**src/rtl/ram_load_arbiter.sv**
```systemverilog
// Arbitrates the program RAM between the CPU and an external loader port.
// A load session freezes the CPU at an instruction boundary and ends with a CPU reset pulse.
module ram_load_arbiter #(
    parameter int ADDR_W     = 4,
    parameter int DATA_W     = 8,
    parameter int RST_CYCLES = 2
) (
    input  logic              clock,
    input  logic              reset,
    input  logic              load_req,
    input  logic              cpu_boundary,
    input  logic [ADDR_W-1:0] cpu_addr,
    input  logic              prog_valid,
    input  logic [ADDR_W-1:0] prog_addr,
    input  logic [DATA_W-1:0] prog_data,
    output logic              prog_ready,
    output logic [ADDR_W-1:0] ram_addr,
    output logic [DATA_W-1:0] ram_wdata,
    output logic              ram_we,
    output logic              ram_sel,
    output logic              cpu_hold,
    output logic              cpu_reset,
    output logic [ADDR_W:0]   word_count
);

    typedef enum logic [1:0] {
        RUN,
        WAIT_BND,
        LOAD,
        RELEASE
    } state_t;

    localparam logic [ADDR_W:0] DEPTH    = {1'b1, {ADDR_W{1'b0}}};
    localparam logic [3:0]      REL_LAST = 4'(RST_CYCLES - 1);

    state_t            state;
    state_t            state_next;
    logic [ADDR_W-1:0] load_addr;
    logic [3:0]        rel_cnt;
    logic              accept;

    // Ownership outputs decode straight from the state register, so they
    // change exactly one cycle after the decision that caused them.
    assign ram_sel    = (state == LOAD) || (state == RELEASE);
    assign cpu_hold   = ram_sel;
    assign cpu_reset  = (state == RELEASE);
    assign prog_ready = (state == LOAD) && (word_count < DEPTH);
    assign accept     = prog_valid && prog_ready;
    assign ram_addr   = ram_sel ? load_addr : cpu_addr;

    // NOTE: sequential state uses non-blocking assignments so every register
    // samples the pre-edge values, regardless of statement order.
    always_ff @(posedge clock) begin
        if (reset) begin
            state <= RUN;
        end else begin
            state <= state_next;
        end
    end

    // NOTE: state_next is defaulted before the case so no path leaves it
    // unassigned, which would otherwise infer a latch.
    always_comb begin
        state_next = state;
        case (state)
            RUN: begin
                if (load_req) state_next = WAIT_BND;
            end
            WAIT_BND: begin
                if (!load_req)        state_next = RUN;
                else if (cpu_boundary) state_next = LOAD;
            end
            LOAD: begin
                // A word accepted on the drop cycle is still written before exit.
                if (!load_req && !accept) state_next = RELEASE;
            end
            RELEASE: begin
                if (rel_cnt == REL_LAST) state_next = RUN;
            end
            default: state_next = RUN;
        endcase
    end

    always_ff @(posedge clock) begin
        if (reset) begin
            ram_we     <= 1'b0;
            ram_wdata  <= '0;
            load_addr  <= '0;
            word_count <= '0;
            rel_cnt    <= '0;
        end else begin
            ram_we <= accept;
            if (accept) begin
                load_addr  <= prog_addr;
                ram_wdata  <= prog_data;
                word_count <= word_count + 1'b1;
            end
            if (state == WAIT_BND && state_next == LOAD) begin
                word_count <= '0;
            end
            rel_cnt <= (state == RELEASE) ? rel_cnt + 1'b1 : '0;
        end
    end

endmodule

```
**config.mk**
```make
export PLATFORM = sky130hd
export DESIGN_NAME = ram_load_arbiter
export DESIGN_NICKNAME = d
export VERILOG_FILES = /design/src/rtl/ram_load_arbiter.sv
export SDC_FILE = /design/constraint.sdc
export NUM_CORES = 1
export LEC_CHECK = 0
export BUFFER_PORTS_ARGS = -buffer_cell sky130_fd_sc_hd__buf_2
export CAP_MARGIN = 30
export CORE_MARGIN = 2
export CORE_UTILIZATION = 40
export DETAILED_ROUTE_END_ITERATION = 10
export MAX_ROUTING_LAYER = met4
export PLACE_DENSITY_LB_ADDON = 0.05
export SKIP_CTS_REPAIR_TIMING = 1
export SLEW_MARGIN = 30
export SYNTH_ARGS = -nofsm -noshare
export SYNTH_HDL_FRONTEND = slang
export SYNTH_SLANG_ARGS = --single-unit
```
**constraint.sdc**
```tcl
create_clock -name clock -period 1.3 [get_ports clock]
set_input_delay 0.26 -clock clock [delete_from_list [all_inputs] [get_ports clock]]
set_output_delay 0.26 -clock clock [all_outputs]
set_load 0.02 [all_outputs]
```
==> results of run 1 <==
-- final timing paths --
kind	from	to	slack [ps]	depth (start not counted)
max reg2reg	state[1]	word_count[3]	80	4
min reg2reg	rel_cnt[0]	rel_cnt[0]	450	1
max	state[1]	ram_addr[0]	-200	3
min	prog_data[3]	ram_wdata[3]	180	3
-- worst max-delay path, delay by kind of cell, from the launching register on --
kind                   cells  cell delay [ps]
muxes                      1              310
DFF                        1              360
buffers and inverters      2              260
-- cells in the mapped netlist --
cell type	count	area, um^2
mux2_2	4	45.0
o31ai_1	1	7.51
dfxtp_1	24	480
o21ai_0	3	15.0
xor2_1	1	8.76
buf_4	1	7.51
xnor2_1	2	17.5
ha_1	3	37.5
buf_2	6	30.0
nor2_1	9	33.8
nand2_1	27	101
and4bb_1	1	12.5
nand4_1	1	6.26
and2_1	1	6.26
nor4bb_1	1	10.0
nor2b_1	1	6.26
or3_1	2	12.5
nand3_1	2	10.0
a21oi_1	18	90.1
nand2b_1	3	18.8
o211a_1	1	10.0
inv_1	3	11.3
clkbuf_1	2	7.51
nand4b_1	1	8.76
nand4bb_1	1	11.3
-- kinds of logic (layout without fill, tap and decap cells) --
kind of cell,after synthesis,after routing,share of synthesized area [%]
multiplexers,4,4,4.48
AND/OR/NAND/NOR,50,50,23.6
buffers and inverters,12,59,5.60
AO/OA/AOI/OAI,23,23,12.2
flip-flops,24,24,47.8
XOR/XNOR,3,3,2.61
adder cells (fa/ha/maj),3,3,3.73
-- cell type report --
class | count | share of cell area, %
flip-flops and latches | 24 | 34.6
clock buffers | 3 | 1.61
well taps | 30 | 2.68
repair buffers | 53 | 25.6
inverters | 3 | 0.804
multi-input cells | 83 | 34.7
-- state kept, by name, summed over array words and instances, names as in the netlist --
name	cells
ram_we	1
ram_wdata	8
load_addr	4
rel_cnt	4
word_count	5
state	2
-- metal layers --
metal / track usage, % / vias up
met1: 18.3 / 444
met4: 3.75 / 0
met5: - / -
met3: 5.83 / 2
met2: 30.1 / 29
li1: - / 492
-- per-stage QoR --
| stage | worst slack [ps] | instance area [um^2] | hold slack, ps | TNS (ps) | utilization [%] |
|---|---|---|---|---|---|
| global placement | 57.1 | 1280 | 439 | 0 | 52.7 |
| floorplan | 59.8 | 1010 | 396 | 0 | - |
| finish | -196 | 1400 | 176 | -1020 | 57.6 |
| detailed placement | 31.2 | 1280 | 445 | 0 | 52.7 |
| global route | -262 | 1400 | 152 | -1520 | 57.6 |
| CTS | -325 | 1300 | 168 | -1480 | 53.6 |
-- where the power goes --
group	leakage, nW	internal [W]	switching, W
combinational	0.414	0.0000925	0.0000793
clock	0.0138	0.000108	0.000201
sequential	0.195	0.000746	0.00000602
total	0.623	0.000946	0.000286
==> out/metrics.cfg, run 1 <==
[setup_path]
cp_slowest_stage_delay_ps = 360
worstPathRequired_ps = 1040
crit_chain = buf_6 -> mux2_4 -> buf_6
path_class = reg -> out
cpMostUsedCell = buf_6
startpoint_type = flip-flop
arrival_ps = 1240
critPathSlowestCell = dfxtp_2
worstPathMaxFanout = 7
worstSetupEndpointType = output pin

[detailed_routing]
first_iter_violations = 6
num_vias = 967
drc = 0
met1Wirelength_um = 929
wl_um = 2260
wl_per_cell_um = 11.5
dr_wl_met2_um = 1160
ant_nets = 0
drtPass1Iterations = 2
highest_layer = met4
routed-wl-met3_um = 148
vias_per_cell = 4.93

[cts]
clk_pin_slew_worst_paths_ps = 120
htree_levels = 1
cts_buffers = 3
clk_latency_ps = 300
cts.path.max_buffers = 2
cts_sinks = 24
cts_tree = built
root_buffer = clkbuf_4

[final_layout]
nNetsFinal = 192
layout_common_cells = buf_2 (34), nand2_1 (27), dfxtp_1 (21)
layout_commonest_cell = buf_2
finalNonFillerCells = 196
seqCellArea_um2 = 484
fill_cells = 246
multi_input_area_um2 = 487
final_layout_size_suffix_gt1_share_pct = 38.6
antenna_cells = 0
syn_to_final_growth_pct = 39.3

[pwr]
p_total_w = 0.00123
ir_drop_v = 0.000906
p_leak_nw = 0.623
powerDensity_nw_per_um2 = 879

[floorplan]
dieArea_um2 = 2930
core_area_um2 = 2430
dieWidth_um = 54.2
io-pin-count = 43
rows = 18
die_h_um = 54.2
start_util_pct = 41.4

[place]
io_buffers = 42
hpwl_um = 1680
dpl.cell_count = 190
gp_congestion = 0.770

[timing]
worst_pin_slew_ps = 255
period_share_pct = 115
fin_skew_ps = 4.14
max_freq_mhz = 668
final-setup-viol-count = 6
hold_violations = 0
slew_headroom_pct = 82.8
setup_ws_ps = -196
rsz0062_at_grt = yes
drv_slew = 0
finalCriticalPeriod_ps = 1500

[status]
violations = negative setup slack
status = finished, violations left

[global_route]
grt_pass1_wl_um = 3480
gr-total-overflow = 0
grt_max_degree = 16
grt_pass1_vias = 822
antenna_found_initial = 0
grt_use_total_pct = 17.1

[yosys]
ys_seq_area_share_pct = 47.8
netlist_instances = 119
synth-seq-cells = 24
netlist_area_um2 = 1010
ys_types = 25
synth_nets = 143
avgSynthCellArea_um2 = 8.45
ys_warn_count = 0

[hold_path]
min-delay-path-class = in -> reg

[job]
maxCapViolations = 0

(Power assumes the default switching activity.)
==> run 2: changes to the inputs <==
--- a/config.mk
+++ b/config.mk
@@ -6,9 +6,8 @@
 export NUM_CORES = 1
 export LEC_CHECK = 0
 export BUFFER_PORTS_ARGS = -buffer_cell sky130_fd_sc_hd__buf_2
-export CAP_MARGIN = 30
 export CORE_MARGIN = 2
-export CORE_UTILIZATION = 40
+export CORE_UTILIZATION = 35
 export DETAILED_ROUTE_END_ITERATION = 10
 export MAX_ROUTING_LAYER = met4
 export PLACE_DENSITY_LB_ADDON = 0.05
==> run 2 against run 1 <==
- the flow still finishes with violations (negative setup slack)
- first-iteration DRC count rose to 2.8 times the previous value
- die area up 13%
- critical path depth is 1 lower
- clock power up 28%
- non-clock buffer count up 1
- sequential share of layout area shrank 0.52 points
- utilization down 5.4 points
- wire length up 3.1%
- global-route usage fell by 2.0 points
- sequential cell count unchanged
- hold slack got worse by 20 ps
- final area up 1.8%
- highest routed layer unchanged
==> out/metrics.cfg, run 2 (synthesis gave the netlist of run 1 again) <==
[cts]
root_buffer = clkbuf_4
cts_tree = built
htree_levels = 1  ; unchanged
clk_pin_slew_worst_paths_ps = 130  ; about the same
cts_sinks = 24  ; unchanged
cts.path.max_buffers = 2  ; unchanged
cts_buffers = 3  ; unchanged
clk_latency_ps = 320  ; +20 ps

[detailed_routing]
num_vias = 937  ; -3.1%
vias_per_cell = 4.71  ; -4.6%
wl_um = 2330  ; +3.1%
wl_per_cell_um = 11.7  ; +1.5%
drc = 0  ; unchanged
first_iter_violations = 17  ; +11
drtPass1Iterations = 3  ; +1
ant_nets = 0  ; unchanged

[setup_path]
worstPathRequired_ps = 1040  ; about the same
arrival_ps = 1200  ; -40 ps
critPathSlowestCell = dfxtp_4
path_buf_inv = 1  ; -1
startpoint_type = flip-flop
crit_chain = mux2_4 -> buf_6
crit_family = flip-flops
reg2regPathDepth = 4  ; unchanged
path_class = reg -> out
cp_slowest_stage_delay_ps = 430  ; +70 ps
crit_cells = 2  ; -1
worstPathMaxFanout = 7  ; unchanged
worstSetupEndpointType = output pin

[floorplan]
io-pin-count = 43  ; unchanged
dieWidth_um = 57.6  ; +6.4%
core_area_um2 = 2730  ; +12%
start_util_pct = 36.8  ; -4.6 points
dieArea_um2 = 3320  ; +13%
rows = 19  ; +1
die_h_um = 57.6  ; +6.4%

[pwr]
powerDensity_nw_per_um2 = 926  ; +5.3%
ir_drop_v = 0.000627  ; -31%
p_total_w = 0.00132  ; +7.2%
p_leak_nw = 0.634  ; +1.8%

[global_route]
grt_pass1_vias = 905  ; +10%
grt_use_total_pct = 15.1  ; -2.0 points
gr-total-overflow = 0  ; unchanged
antenna_found_initial = 0  ; unchanged
grt_pass1_wl_um = 3750  ; +7.7%
grt_max_degree = 14  ; -2

[timing]
whs_ps = 156  ; -20.3 ps
fin_skew_ps = 3.70  ; -0.440 ps
slew_headroom_pct = 83.2  ; +0.48 points
rsz0062_at_grt = yes
setup_tns_ps = -920  ; +102 ps
setup_ws_ps = -161  ; +35.5 ps
worst_pin_slew_ps = 248  ; -7.06 ps
max_freq_mhz = 685  ; +2.4%
final-setup-viol-count = 9  ; +3
hold_violations = 0  ; unchanged
period_share_pct = 112  ; -2.7 points
finalCriticalPeriod_ps = 1460  ; -35.5 ps
drv_slew = 0  ; unchanged

[final_layout]
nNetsFinal = 193  ; +0.52%
largest_register_ffs = 8  ; unchanged
final_layout_size_suffix_gt1_share_pct = 39.9  ; +1.3 points
antenna_cells = 0  ; unchanged
regMostFlops = ram_wdata
syn_to_final_growth_pct = 41.8
layout_common_cells = buf_2 (34), nand2_1 (27), dfxtp_1 (22)
layout_commonest_cell = buf_2
reg.largest.list = ram_wdata x8, word_count x5
finalNonFillerCells = 199  ; +1.5%
fin_util_pct = 52.2  ; -5.4 points

[hold_path]
whs_path_depth = 2  ; -1
min-delay-path-class = in -> reg

[status]
status = finished, violations left
violations = negative setup slack

[job]
maxCapViolations = 0  ; unchanged

[place]
io_buffers = 42  ; unchanged
dpl.cell_count = 191  ; +0.53%
gp_congestion = 0.727  ; -5.5%
hpwl_um = 1750  ; +4.2%

run 2: worst paths after layout:
path	start	to	slack, ps
worst max-delay path	state[1]	ram_addr[2]	-160
worst min-delay path	reset	ram_wdata[1]	160
worst max register to register	state[0]	word_count[3]	0
worst min register to register	ram_wdata[1]	ram_wdata[1]	460
run 2: layout make-up:
cell class              instances  area [um^2]
repair buffers                 54          358
multi-input cells              83          497
clock buffers                   4         36.3
flip-flops and latches         24          485
well taps                      31         38.8
fillers                       265         1310
inverters                       3         11.3
run 2: metal layers:
metal	global-route usage [%]	up-vias	share of wire (%)
met5	-	-	0
met2	24.7	29	50
met1	17.6	413	42
met3	2.68	4	6.5
li1	-	491	-
met4	7.97	0	1.5
run 2: stage by stage:
stage | cell area, um^2 | worst slack, ps
after floorplan | 1010 | 59.8
after global placement | 1270 | 50.1
after detailed placement | 1270 | 18.6
after CTS | 1310 | -331
after global routing | 1430 | -205
final | 1430 | -161
run 2: report_power, final:
part | total (W) | internal, W | switching [W]
clock | 0.000396 | 0.000171 | 0.000225
sequential | 0.000752 | 0.000744 | 0.00000731
combinational | 0.000173 | 0.0000954 | 0.0000778
==> run 3: changes to the inputs <==
==> constraint.sdc (replaced) <==
create_clock -name clock -period 1.23 [get_ports clock]
set_input_delay 0.246 -clock clock [delete_from_list [all_inputs] [get_ports clock]]
set_output_delay 0.246 -clock clock [all_outputs]
set_load 0.02 [all_outputs]
==> run 3 against run 2 <==
- the flow still finishes with violations (negative setup slack)
- sequential share of layout area fell by 1.0 points
- clock power rose by 3%
- global-route usage fell by 0.49 points
- combinational power rose by 9.8%
- critical path depth rose by 1
- wire length rose by 4.2%
- via count rose by 0.75%
- worst setup slack got worse by 94 ps
- non-clock buffer count fell by 1
- register-to-register slack got worse by 80 ps
- cell count fell by 0.50%
- total power rose by 5.5%
- largest cell class unchanged
- highest routed layer unchanged
==> out/metrics.cfg, run 3 (synthesis gave the netlist of run 1 again) <==
[timing]
slew_headroom_pct = 83.5  ; +0.23 points
hold_violations = 0  ; unchanged
drv_slew = 0  ; unchanged
finalCriticalPeriod_ps = 1480
max_freq_mhz = 674
period_share_pct = 121
setup_ws_ps = -254  ; -93.8 ps
rsz0062_at_grt = yes
final-setup-viol-count = 10  ; +1
setup_tns_ps = -1630  ; -714 ps
worst_pin_slew_ps = 248  ; -0.470 ps
fin_skew_ps = 4.55  ; +0.847 ps

[final_layout]
regMostFlops = ram_wdata
syn_to_final_growth_pct = 46.9
finalNonFillerCells = 198  ; -0.50%
layout_common_cells = buf_2 (34), nand2_1 (27), dfxtp_1 (18)
multi_input_area_um2 = 544  ; +9.6%
fill_cells = 270  ; +1.9%
seqCellArea_um2 = 488  ; +0.52%
final_layout_size_suffix_gt1_share_pct = 45.5  ; +5.6 points
nNetsFinal = 192  ; -0.52%
reg.largest.list = ram_wdata x8, word_count x5
antenna_cells = 0  ; unchanged
largest_register_ffs = 8  ; unchanged
layout_commonest_cell = buf_2

[place]
hpwl_um = 1670  ; -4.5%
io_buffers = 42  ; unchanged
dpl.cell_count = 192  ; +0.52%
gp_congestion = 0.782  ; +7.6%

[global_route]
antenna_found_initial = 0  ; unchanged
grt_pass1_vias = 829  ; -8.4%
grt_pass1_wl_um = 3590  ; -4.1%
grt_max_degree = 16  ; +2
grt_use_total_pct = 14.6  ; -0.49 points
gr-total-overflow = 0  ; unchanged

[detailed_routing]
wl_per_cell_um = 12.2  ; +4.7%
drtPass1Iterations = 3  ; unchanged
num_vias = 944  ; +0.75%
vias_per_cell = 4.77  ; +1.3%
first_iter_violations = 13  ; -4
drc = 0  ; unchanged
wl_um = 2430  ; +4.2%
ant_nets = 0  ; unchanged

[floorplan]
start_util_pct = 36.8  ; unchanged
dieArea_um2 = 3320  ; unchanged
rows = 19  ; unchanged
die_h_um = 57.6  ; unchanged
io-pin-count = 43  ; unchanged
dieWidth_um = 57.6  ; unchanged
core_area_um2 = 2730  ; unchanged

[hold_path]
min-delay-path-class = in -> reg

[cts]
cts_sinks = 24  ; unchanged
clk_latency_ps = 310  ; about the same
cts_buffers = 3  ; unchanged
cts_tree = built
root_buffer = clkbuf_4
cts.path.max_buffers = 2  ; unchanged
htree_levels = 1  ; unchanged
clk_pin_slew_worst_paths_ps = 130  ; about the same

[status]
status = finished, violations left
violations = negative setup slack

[setup_path]
path_class = reg -> out
startpoint_type = flip-flop
arrival_ps = 1240  ; +40 ps
worstPathRequired_ps = 980  ; -60 ps
worstSetupEndpointType = output pin
worstPathMaxFanout = 5  ; -2

[pwr]
powerDensity_nw_per_um2 = 944  ; +1.9%
ir_drop_v = 0.000530  ; -15%
p_leak_nw = 0.632  ; -0.28%
p_total_w = 0.00139  ; +5.5%

[job]
maxCapViolations = 0  ; unchanged

## run 3: cell count changes in the layout (fill, tap and decap cells not counted), moves of 4 or more
cell,delta
dfxtp_1,-4
a21oi_1,-5
a21oi_2,+5
dfxtp_2,+5
## run 3: metrics by stage
step	hold slack, ps	utilization (%)	cell area (um^2)	setup slack [ps]
4_1_cts	141	48.6	1330	-394
2_1_floorplan	382	-	1010	7.08
3_3_place_gp	439	47.3	1290	13.1
6_report	157	54.1	1480	-254
5_1_grt	139	54.1	1480	-313
3_5_place_dp	446	47.3	1290	-21.1
## run 3: worst max-delay path, stage by stage (launching register included)
cell and delay, ps:
dfxtp_2 370, buf_6 130, mux2_4 300, buf_6 130
## run 3: report_power, final
group | internal, W | leakage (nW) | switching [W] | total (W)
clock | 0.000181 | 0.0210 | 0.000228 | 0.000409
sequential | 0.000788 | 0.197 | 0.00000683 | 0.000795
combinational | 0.000102 | 0.415 | 0.0000882 | 0.000190
total | 0.00107 | 0.632 | 0.000323 | 0.00139
## run 3: final cells by class
class                           count  share of cell area (%)
Clock buffer                        4                    2.46
Inverter                            3                   0.762
Multi-Input combinational cell     83                    36.8
Sequential cell                    24                    33.0
Tap cell                           31                    2.62
Timing Repair Buffer               53                    24.3
## run 3: worst paths after layout
path         slack, ps    startpoint  depth (start not counted)             to
max               -250      state[1]                          3    ram_addr[2]
min                160  prog_data[1]                          3   ram_wdata[1]
max reg2reg        -80      state[1]                          6  word_count[4]
min reg2reg        440    rel_cnt[0]                          1     rel_cnt[0]
## run 3: layer usage
| metal | vias to the layer above | GRT usage [%] | share of wire [%] |
|---|---|---|---|
| li1 | 487 | - | - |
| met1 | 428 | 19.6 | 44 |
| met3 | 2 | 2.01 | 5.2 |
| met4 | 0 | 6.98 | 0.74 |
| met2 | 27 | 21.6 | 50 |
| met5 | - | - | 0 |
